### src/rtl/param_moore_seq_detector_if.sv
// Serial bit-stream bundle for param_moore_seq_detector.
//   en        : sample qualifier (master -> slave)
//   j         : serial data bit (master -> slave)
//   clr_cnt   : synchronous clear of the match counter (master -> slave)
//   w         : Moore match flag (slave -> master)
//   match_cnt : saturating match count, CNT_W bits (slave -> master)
interface param_moore_seq_detector_if #(
    parameter int CNT_W = 8
);
    logic             en;
    logic             j;
    logic             clr_cnt;
    logic             w;
    logic [CNT_W-1:0] match_cnt;

    modport master (
        output en, j, clr_cnt,
        input  w, match_cnt
    );

    modport slave (
        input  en, j, clr_cnt,
        output w, match_cnt
    );
endinterface

### src/rtl/param_moore_seq_detector.sv
// Parametrised Moore serial sequence detector with a saturating match counter.
//   clk : rising-edge clock
//   rst : asynchronous active-high reset
//   bus : slave side of param_moore_seq_detector_if (en, j, clr_cnt in; w, match_cnt out)
//
// State k (0..PATTERN_LEN) means the last k consumed bits equal the first k
// pattern bits. The state is a plain vector rather than an enum because the
// number of states follows PATTERN_LEN.
//   state        | meaning
//   0            | no pattern prefix matched
//   1..LEN-1     | that many leading pattern bits matched
//   LEN          | accept, w=1
//   > LEN        | unused encoding, returns to 0 on the next edge
module param_moore_seq_detector #(
    parameter int                     PATTERN_LEN = 4,
    parameter logic [PATTERN_LEN-1:0] PATTERN     = 4'b1011,
    parameter bit                     OVERLAP     = 1'b1,
    parameter int                     CNT_W       = 8
) (
    input  logic                      clk,
    input  logic                      rst,
    param_moore_seq_detector_if.slave bus
);

    localparam int                SW      = (PATTERN_LEN < 2) ? 1 : $clog2(PATTERN_LEN + 1);
    localparam int                ROWS    = PATTERN_LEN + 1;
    localparam logic [SW-1:0]     ACCEPT  = SW'(PATTERN_LEN);
    localparam logic [CNT_W-1:0]  CNT_MAX = {CNT_W{1'b1}};

    // Next-state table, entry (2*k + j): length of the longest pattern prefix
    // that is a suffix of (first k pattern bits, then j). A matching j yields
    // k+1; row PATTERN_LEN gives the overlapping continuation after an accept.
    function automatic logic [2*ROWS*SW-1:0] build_table();
        logic [2*ROWS*SW-1:0] t;
        int   best;
        int   lim;
        int   p;
        logic ok;
        logic c;
        t = '0;
        for (int k = 0; k <= PATTERN_LEN; k++) begin
            for (int b = 0; b < 2; b++) begin
                best = 0;
                lim  = (k + 1 < PATTERN_LEN) ? k + 1 : PATTERN_LEN;
                for (int m = 1; m <= lim; m++) begin
                    ok = 1'b1;
                    for (int i = 0; i < m; i++) begin
                        p = k + 1 - m + i;
                        if (p < k) c = PATTERN[PATTERN_LEN-1-p];
                        else       c = b[0];
                        if (c != PATTERN[PATTERN_LEN-1-i]) ok = 1'b0;
                    end
                    if (ok) best = m;
                end
                t[(2*k+b)*SW +: SW] = best[SW-1:0];
            end
        end
        return t;
    endfunction

    localparam logic [2*ROWS*SW-1:0] NEXT_TBL = build_table();

    logic [SW-1:0]    state_q;
    logic [SW-1:0]    nxt;
    logic             w_q;
    logic [CNT_W-1:0] cnt_q;
    logic             hit;
    int               row;

    always_comb begin
        nxt = state_q;
        row = 0;
        if (state_q > ACCEPT) begin
            nxt = '0;
        end else if (bus.en) begin
            // Non-overlapping mode restarts from scratch after an accept.
            if (state_q == ACCEPT && !OVERLAP) row = 0;
            else                               row = int'(state_q);
            nxt = NEXT_TBL[(2*row + int'(bus.j))*SW +: SW];
        end
    end

    assign hit = bus.en && (nxt == ACCEPT);

    always_ff @(posedge clk or posedge rst) begin
        if (rst) begin
            state_q <= '0;
            w_q     <= 1'b0;
            cnt_q   <= '0;
        end else begin
            state_q <= nxt;
            w_q     <= (nxt == ACCEPT);
            if (bus.clr_cnt) begin
                cnt_q <= hit ? CNT_W'(1) : '0;
            end else if (hit && cnt_q != CNT_MAX) begin
                cnt_q <= cnt_q + CNT_W'(1);
            end
        end
    end

    assign bus.w         = w_q;
    assign bus.match_cnt = cnt_q;

endmodule

### src/flat_wrapper.sv
// flat-port wrapper written by rule: the top's interface ports become plain ports
module param_moore_seq_detector_flat 
#(
    parameter int                     PATTERN_LEN = 4,
    parameter logic [PATTERN_LEN-1:0] PATTERN     = 4'b1011,
    parameter bit                     OVERLAP     = 1'b1,
    parameter int                     CNT_W       = 8
)
  (clk, rst, bus_en, bus_j, bus_clr_cnt, bus_w, bus_match_cnt);
  param_moore_seq_detector_if #(.CNT_W(CNT_W)) bus_i ();
  input  logic clk;
  input  logic rst;
  input wire logic [$bits(bus_i.en)-1:0] bus_en;
  input wire logic [$bits(bus_i.j)-1:0] bus_j;
  input wire logic [$bits(bus_i.clr_cnt)-1:0] bus_clr_cnt;
  output wire logic [$bits(bus_i.w)-1:0] bus_w;
  output wire logic [$bits(bus_i.match_cnt)-1:0] bus_match_cnt;
  assign bus_i.en = bus_en;
  assign bus_i.j = bus_j;
  assign bus_i.clr_cnt = bus_clr_cnt;
  assign bus_w = bus_i.w;
  assign bus_match_cnt = bus_i.match_cnt;
  param_moore_seq_detector #(.PATTERN_LEN(PATTERN_LEN), .PATTERN(PATTERN), .OVERLAP(OVERLAP), .CNT_W(CNT_W)) u_core (.clk(clk), .rst(rst), .bus(bus_i));
endmodule
### config.mk
export PLATFORM = sky130hd
export DESIGN_NAME = param_moore_seq_detector_flat
export DESIGN_NICKNAME = d
export VERILOG_FILES = /design/src/rtl/param_moore_seq_detector_if.sv /design/src/rtl/param_moore_seq_detector.sv /design/src/flat_wrapper.sv
export SDC_FILE = /design/constraint.sdc
export NUM_CORES = 1
export LEC_CHECK = 0
export ABC_AREA = 0
export BUFFER_PORTS_ARGS = -buffer_cell sky130_fd_sc_hd__buf_2
export CAP_MARGIN = 20
export CORE_UTILIZATION = 63
export CTS_BUF_LIST = sky130_fd_sc_hd__clkbuf_2
export CTS_CLUSTER_SIZE = 40
export DETAILED_ROUTE_END_ITERATION = 8
export HOLD_SLACK_MARGIN = 0.02
export PLACE_DENSITY_LB_ADDON = 0.15
export SETUP_SLACK_MARGIN = 0.15
export SYNTH_ARGS = -nofsm -noshare
export SYNTH_HDL_FRONTEND = slang
export SYNTH_SLANG_ARGS = --single-unit
export TNS_END_PERCENT = 5
### constraint.sdc
create_clock -name clk -period 5.5 [get_ports clk]
set_input_delay 0.55 -clock clk [delete_from_list [all_inputs] [get_ports clk]]
set_output_delay 0.55 -clock clk [all_outputs]
set_load 0.01 [all_outputs]
==> results of run 1 <==
path summary, 6_finish.rpt:
check	end	slack (ns)	depth (start not counted)	start
max	u_core.bus.match_cnt[6]$_DFFE_PP0P_	1.94	10	u_core.state_q[0]$_DFF_PP0_
min	u_core.bus.match_cnt[7]$_DFFE_PP0P_	0.28	2	rst
max reg2reg	u_core.bus.match_cnt[6]$_DFFE_PP0P_	1.94	10	u_core.state_q[0]$_DFF_PP0_
min reg2reg	u_core.bus.match_cnt[5]$_DFFE_PP0P_	0.63	3	u_core.bus.match_cnt[5]$_DFFE_PP0P_
max in group asynchronous	u_core.state_q[1]$_DFF_PP0_	4.92	2	rst
min in group clk	u_core.bus.match_cnt[2]$_DFFE_PP0P_	0.55	2	bus_clr_cnt
metal layers:
layer	vias up	part of all wire, %
met5	-	0
met4	0	1.7
met3	8	9.7
met2	60	45
met1	414	44
li1	436	-
cells in the final DEF (no fill, tap or decap), drive strengths merged, types with 3 or more instances in the layout:
master / synthesis / layout
buf: 2 / 13
ha: 12 / 12
dfrtp: 12 / 12
inv: 11 / 11
nor2: 10 / 10
o21ai: 8 / 8
a21oi: 8 / 8
nand3: 6 / 6
nand2: 5 / 5
nor3: 4 / 4
or3: 4 / 4
nor2b: 3 / 3
and2: 3 / 3
clkbuf: 2 / 3
power by group through the flow:
stage          Clock, uW  Sequential (uW)  Combinational [uW]
2_1_floorplan          0              118                 180
3_3_place_gp           0              118                 223
3_5_place_dp           0              120                 233
4_1_cts             40.5              117                 234
5_1_grt             42.9              121                 274
6_report            39.3              118                 241
registers in the layout (all words and copies together) (netlist names):
name	cells
u_core.state_q	3
u_core.bus.w	1
u_core.bus.match_cnt	8
per-stage QoR:
stage | area (um^2) | setup WS, ns | hold WS (ns) | total power, uW
4_1_cts | 1060 | 2.01 | 0.284 | 391
6_report | 1060 | 1.94 | 0.280 | 398
5_1_grt | 1060 | 1.70 | 0.333 | 438
2_1_floorplan | 975 | 2.28 | 0.415 | 298
3_5_place_dp | 1040 | 2.02 | 0.568 | 352
3_3_place_gp | 1040 | 2.14 | 0.561 | 342
final cells by class:
cell class | instances | area (um^2) | share of cell area (%)
repair buffers | 13 | 65.1 | 6.15
flip-flops and latches | 12 | 300 | 28.4
clock buffers | 3 | 15.0 | 1.42
multi-input cells | 88 | 617 | 58.3
inverters | 11 | 41.3 | 3.91
well taps | 15 | 18.8 | 1.78
cell families after synthesis:
logic type | synth area share [%]
xor+xnor | 1.80
buf+inv | 5.90
compound gates | 16.0
simple gates | 25.9
flops | 30.8
fa+ha+maj | 17.5
mux | 2.05
==> key figures, run 1 <==
GRT
  – Pin count of the biggest net entering global routing: 13
  – Met3 layer usage reported by global route: roughly 13%
  – Number of global-route vias before repair: 731
  – Total routing usage reported by global routing: around 30%
  – Met1 global-route usage: between 40% and 50%
  – Sum of overflow across all layers after global routing: 0
  – Antenna violations before repair: 0
  – GR met2 Demand/Resource: around 43%
  – Most utilized layer in the global route result: met1
  – Wire length of the first global-routing pass: roughly 3.3 mm

Clock tree
  – Maximum buffer depth of the clock tree: 2
  – CTS Buf Count: 3
  – Clk sink count: 12
  – Cell chosen for the clock root: sky130_fd_sc_hd__clkbuf_2
  – Buffer count from post-CTS setup fixing: 0
  – Cts-stage hold buffer count: 0
  – # H-tree levels: 1
  – Clock-pin slew of the registers on the worst-case setup and hold paths: 0.09 ns
  – # resized after CTS: 0
  – Clock latency of the later-clocked register in the worst-skew pair: between 0.2 and 0.3 ns
  – TritonCTS clock tree: built

Yosys
  – Cell accounting for the most synthesized area: sky130_fd_sc_hd__dfrtp_1
  – Ranking of synthesized cells by instance count: sky130_fd_sc_hd__dfrtp_1, sky130_fd_sc_hd__ha_1, sky130_fd_sc_hd__inv_1
  – Per-instance average area after synthesis: between 8 and 9 um^2
  – Summed instance area of the synthesized netlist: roughly 970 um^2
  – Post-synthesis sequential area ratio: between 30 and 40%
  – EDFF count, synth: 0
  – Yosys warns: 0
  – Cell types with the largest area share after synthesis: sky130_fd_sc_hd__dfrtp_1, sky130_fd_sc_hd__ha_1, sky130_fd_sc_hd__inv_1, sky130_fd_sc_hd__a21oi_1, sky130_fd_sc_hd__o21ai_0
  – Synthesized Nets: between 100 and 150
  – Main flop type after synthesis: sky130_fd_sc_hd__dfrtp_1
  – Flip-flop and latch count after synthesis: 12
  – Synthesized instance count: about 120
  – Post-synth ARST share: 100%
  – Number of distinct standard cells referenced by the synthesized netlist: 34
  – Proportion of netlist area held by the largest area contributor: 30.8%

Timing
  – Slew margin rel.: a little under three fifths
  – Final setup violation count: 0
  – Maximum operating frequency: 281 MHz
  – Period minus WS final: between 3 and 4 ns
  – Final cycle utilization of the critical path: 64.8%
  – RSZ-0062 raised after global routing: no
  – Setup TNS: 0 ns
  – Slew at the pin closest to its max-slew limit: between 0.6 and 0.7 ns
  – Skew final: ~0.00031 ns
  – Max-slew violations: 0
  – Number of hold violations in the final report: 0

Worst setup path
  – Startpoint type of the worst setup path: flop
  – Buffers plus inverters on the worst setup path: 2
  – Largest delay share family, worst path: simple AND/OR/NAND/NOR gates
  – Crit path arrival time: about 3.7 ns
  – Critical Path Fanout Max: 9
  – Worst path required time: around 5.7 ns
  – Biggest cell delay along the critical path: approximately 0.73 ns
  – Worst setup path category: reg2reg
  – Cell chain of the critical path: inv_1 -> ha_1 -> ha_1 -> inv_1 -> fa_1 -> o21ai_0 -> a32oi_1 -> or4_1 -> or3_1 -> a21oi_1
  – Element type at the critical path end: flop
  – Slowest stage cell on the critical path: sky130_fd_sc_hd__or4_1

Pwr
  – Peak VDD IR: between 0.2 and 0.3 mV
  – Clock network power share: just under 10%
  – Share of total power in combinational logic: about 60%
  – Internal power component: 207 uW
  – Net switching power figure: approximately 190 uW
  – Share of power burned in registers: approximately 30%
  – Switching part of the total: about 48%
  – Static leakage: 0.000502 uW
  – Power density over the cells: 377 mW/mm^2

Layout
  – Diodes inserted: 0
  – Utilization after layout: about 77%
  – Synth-to-layout area growth: 8.47%
  – Final non-filler cell total: between 100 and 150
  – Number of filler cells placed in the layout: 96
  – Total Nets Final: roughly 150
  – Share of final-layout standard cells stronger than drive strength 1: around 16%

Drt
  – Initial drt markers: just under 60
  – Final antenna-violating net count: 0
  – Final wirelength: roughly 2.2 mm
  – Final routed DRC violation total: 0
  – Number of vias in the routed layout: 918
  – Vias/cell: 6.46
  – Detailed Routing Iterations Pass 1: 4
  – DR WL/cell: between 15 and 20 um

Floorplanning
  – Num ports: 14
  – Width of the die: ~41 um
  – Cell row count: 13
  – Die ar.: 0.00171 mm^2
  – Die Y-Extent: about 41 um
  – Placeable core region: 0.00137 mm^2
  – Starting density of the core: between 70% and 80%

Place
  – Final HPWL from detailed placement: between 1.5 and 2 mm
  – Final Wtd Congestion: between 0.9 and 1
  – Number of port buffers: 13
  – DP Cell Count: ~140

Run
  – Number of max-cap violations: 0

Hold path
  – Path type of the worst min-delay path: in2async

Outcome
  – Status: completed
(Power assumes the default switching activity.)
==> run 2, diff against run 1 <==
- ABC_AREA: 0 -> 1
- CORE_UTILIZATION: 63 -> 59
- clock period: 5.5 -> 3.4 ns (I/O delays scaled with it)
==> run 2 against run 1 <==
Effect of this change:
- die area is 16% higher
- flip-flop and latch count stayed put
- sequential share of layout area is 2.9 points lower
- critical path depth is 6 higher
- largest cell class unchanged
- global-route usage is 4.8 points lower
- wire length is 0.19% lower
==> key figures, run 2 <==
Yosys
  – Synthesized Nets: 163 (+23%)
  – Cell accounting for the most synthesized area: sky130_fd_sc_hd__dfrtp_1
  – Synthesized instance count: 145 (+26%)
  – Number of distinct standard cells referenced by the synthesized netlist: 25 (-26%)
  – Summed instance area of the synthesized netlist: 0.00107 mm^2 (+9.4%)
  – Main flop type after synthesis: sky130_fd_sc_hd__dfrtp_1
  – EDFF count, synth: 0 (unchanged)
  – Cell types with the largest area share after synthesis: sky130_fd_sc_hd__dfrtp_1, sky130_fd_sc_hd__ha_1, sky130_fd_sc_hd__nand2_1, sky130_fd_sc_hd__nand3_1, sky130_fd_sc_hd__inv_1
  – Yosys warns: 0 (unchanged)
  – Proportion of netlist area held by the largest area contributor: 28.2% (-2.6 points)
  – Ranking of synthesized cells by instance count: sky130_fd_sc_hd__nand2_1, sky130_fd_sc_hd__nand3_1, sky130_fd_sc_hd__inv_1
  – Flip-flop and latch count after synthesis: 12 (unchanged)
  – Per-instance average area after synthesis: 7.35 um^2 (-13%)
  – Post-synth ARST share: 100% (unchanged)
  – Library cell with the highest instance count after synthesis: sky130_fd_sc_hd__nand2_1
  – Post-synthesis sequential area ratio: 28.2% (-2.6 points)

Layout
  – Number of filler cells placed in the layout: 131 (+36%)
  – Most common cell after layout, fill and taps aside: sky130_fd_sc_hd__nand2_1
  – Share of final-layout standard cells stronger than drive strength 1: 18.0% (+2.3 points)
  – Area of all sequential standard cells: 300 um^2 (unchanged)
  – Diodes inserted: 0 (unchanged)
  – Final non-filler cell total: 185 (+30%)
  – Commonest cells after routing, fill and taps aside: sky130_fd_sc_hd__nand2_1, sky130_fd_sc_hd__nand3_1, sky130_fd_sc_hd__inv_1, sky130_fd_sc_hd__nor2_1, sky130_fd_sc_hd__buf_2
  – Synth-to-layout area growth: 10.3%
  – Total Nets Final: 180 (+22%)
  – Max reg flops: 8 (unchanged)
  – Area of combinational cells with multiple inputs: 683 um^2 (+11%)
  – Final instance area: 0.00118 mm^2 (+11%)

GRT
  – Total routing usage reported by global routing: 25.4% (-4.8 points)
  – Sum of overflow across all layers after global routing: 0 (unchanged)
  – Antenna violations before repair: 0 (unchanged)
  – Wire length of the first global-routing pass: 3.64 mm (+8.9%)
  – Number of global-route vias before repair: 857 (+17%)
  – Pin count of the biggest net entering global routing: 13 (unchanged)

Clock tree
  – Cts-stage hold buffer count: 0 (unchanged)
  – Buffer count from post-CTS setup fixing: 0 (unchanged)
  – CTS Buf Count: 3 (unchanged)
  – # resized after CTS: 0 (unchanged)
  – # H-tree levels: 1 (unchanged)
  – Maximum buffer depth of the clock tree: 2 (unchanged)
  – Cell chosen for the clock root: sky130_fd_sc_hd__clkbuf_2
  – Clock latency of the later-clocked register in the worst-skew pair: 0.28 ns (+0.03 ns)
  – Clk sink count: 12 (unchanged)
  – TritonCTS clock tree: built
  – Clock-pin slew of the registers on the worst-case setup and hold paths: 0.12 ns (+0.03 ns)

Worst setup path
  – Biggest cell delay along the critical path: 0.46 ns (-0.27 ns)
  – Worst path required time: 3.62 ns (-2.06 ns)
  – Cell chain of the critical path: inv_1 -> ha_1 -> ha_1 -> inv_1 -> fa_1 -> inv_2 -> o21ai_0 -> nand3_1 -> nand2_1 -> nand2_1 -> nand2_1 -> nor2_2 -> nand4_4 -> nand2_4 -> nand2_1 -> nand2_1
  – Largest delay share family, worst path: adder cells
  – Slowest stage cell on the critical path: sky130_fd_sc_hd__dfrtp_1
  – Buffers plus inverters on the worst setup path: 3 (+1)
  – Critical Path Fanout Max: 9 (unchanged)
  – Most frequent cell on the critical path: sky130_fd_sc_hd__nand2_1
  – Startpoint of the worst register-to-register path: u_core.state_q[0]$_DFF_PP0_
  – Element type at the critical path end: flop
  – Worst setup path category: reg2reg
  – Critical path startpoint: u_core.state_q[0]$_DFF_PP0_
  – Startpoint type of the worst setup path: flop
  – Crit path arrival time: 3.05 ns (-0.69 ns)

Outcome
  – Status: completed

Drt
  – Number of vias in the routed layout: 982 (+7.0%)
  – Final antenna-violating net count: 0 (unchanged)
  – Final wirelength: 2.15 mm (-0.19%)
  – DR WL/cell: 11.6 um (-23%)
  – Vias/cell: 5.31 (-18%)
  – Initial drt markers: 45 (-22%)
  – Final routed DRC violation total: 0 (unchanged)
  – Detailed Routing Iterations Pass 1: 4 (unchanged)

Floorplanning
  – Width of the die: 44.5 um (+7.7%)
  – Starting density of the core: 66.9% (-4.5 points)
  – Die Y-Extent: 44.5 um (+7.7%)
  – Cell row count: 14 (+1)
  – Die ar.: 0.00198 mm^2 (+16%)
  – Placeable core region: 0.00159 mm^2 (+17%)
  – Num ports: 14 (unchanged)

Timing
  – Final setup violation count: 0 (unchanged)
  – Number of hold violations in the final report: 0 (unchanged)
  – Period minus WS final: 2.83 ns (-0.728 ns)
  – Final cycle utilization of the critical path: 83.4% (+19 points)
  – Maximum operating frequency: 353 MHz (+26%)
  – Slew at the pin closest to its max-slew limit: 0.452 ns (-0.200 ns)
  – RSZ-0062 raised after global routing: no
  – Slew margin rel.: 69.8% (+14 points)
  – Max-slew violations: 0 (unchanged)
  – Smallest setup slack after layout: 0.566 ns (-1.37 ns)
  – Setup TNS: 0 ns (unchanged)
  – Skew final: 0.00840 ns (+0.00809 ns)

Pwr
  – Static leakage: 0.000682 uW (+36%)
  – Power density over the cells: 675 mW/mm^2 (+79%)
  – Peak VDD IR: 0.489 mV (+66%)
  – Total design power: 794 uW (+99%)

Place
  – Cell area reported after detailed placement: 0.00116 mm^2 (+11%)
  – Final Wtd Congestion: 0.938 (about the same)
  – DP Cell Count: 181 (+30%)
  – Post-Place Setup Slack: 0.611 ns (-1.41 ns)
  – Final HPWL from detailed placement: 1.72 mm (-0.42%)
  – Number of port buffers: 13 (unchanged)

Hold path
  – Path type of the worst min-delay path: in2async

Run
  – Number of max-cap violations: 0 (unchanged)
## run 2: per-stage QoR
stage / hold WS [ns] / util (%)
CTS: 0.0365 / 73.8
global route: 0.0711 / 73.8
floorplan: 0.205 / -
global placement: 0.356 / 72.6
finish: 0.0387 / 73.8
detailed placement: 0.362 / 72.6
## run 2: path summary, 6_finish.rpt
path                                                        to  slack, ns  cells after the start
max in group asynchronous          u_core.state_q[1]$_DFF_PP0_       3.05                      2
min reg2reg                u_core.bus.match_cnt[1]$_DFFE_PP0P_       0.60                      2
max                        u_core.bus.match_cnt[4]$_DFFE_PP0P_       0.57                     16
min                        u_core.bus.match_cnt[3]$_DFFE_PP0P_       0.04                      2
min in group clk           u_core.bus.match_cnt[5]$_DFFE_PP0P_       0.39                      4
max reg2reg                u_core.bus.match_cnt[4]$_DFFE_PP0P_       0.57                     16
## run 2: cells by family after synthesis
kind of cell | after synthesis | share of synthesized area (%)
adders and majority gates | 13 | 16.0
DFF | 12 | 28.2
AOI/OAI and AO/OA | 7 | 4.81
xor gates and xnor gates | 5 | 4.11
buffers and inverters | 22 | 7.75
and+or+nand+nor | 86 | 39.2
## run 2: metal layers
metal / GRT usage, % / vias up / routed length (um)
met5: 0 / - / 0
met3: 8.57 / 0 / 170
met4: 5.45 / 0 / 0
met1: 37.9 / 449 / 1040
li1: - / 494 / -
met2: 35.6 / 39 / 938
## run 2: report_power, final
group / leakage, uW / total [uW] / internal, uW / switching (uW)
combinational: 0.000505 / 519 / 196 / 323
sequential: 0.000163 / 200 / 168 / 32.2
clock: 0.0000140 / 74.3 / 25.5 / 48.8
total: 0.000682 / 794 / 389 / 404
## run 2: final cells by class
type / count / share of cell area [%]
Clock buffer: 3 / 1.28
Clock inverter: 1 / 0.319
Inverter: 21 / 6.70
Multi-Input combinational cell: 111 / 58.1
Sequential cell: 12 / 25.5
Tap cell: 24 / 2.55
Timing Repair Buffer: 13 / 5.53
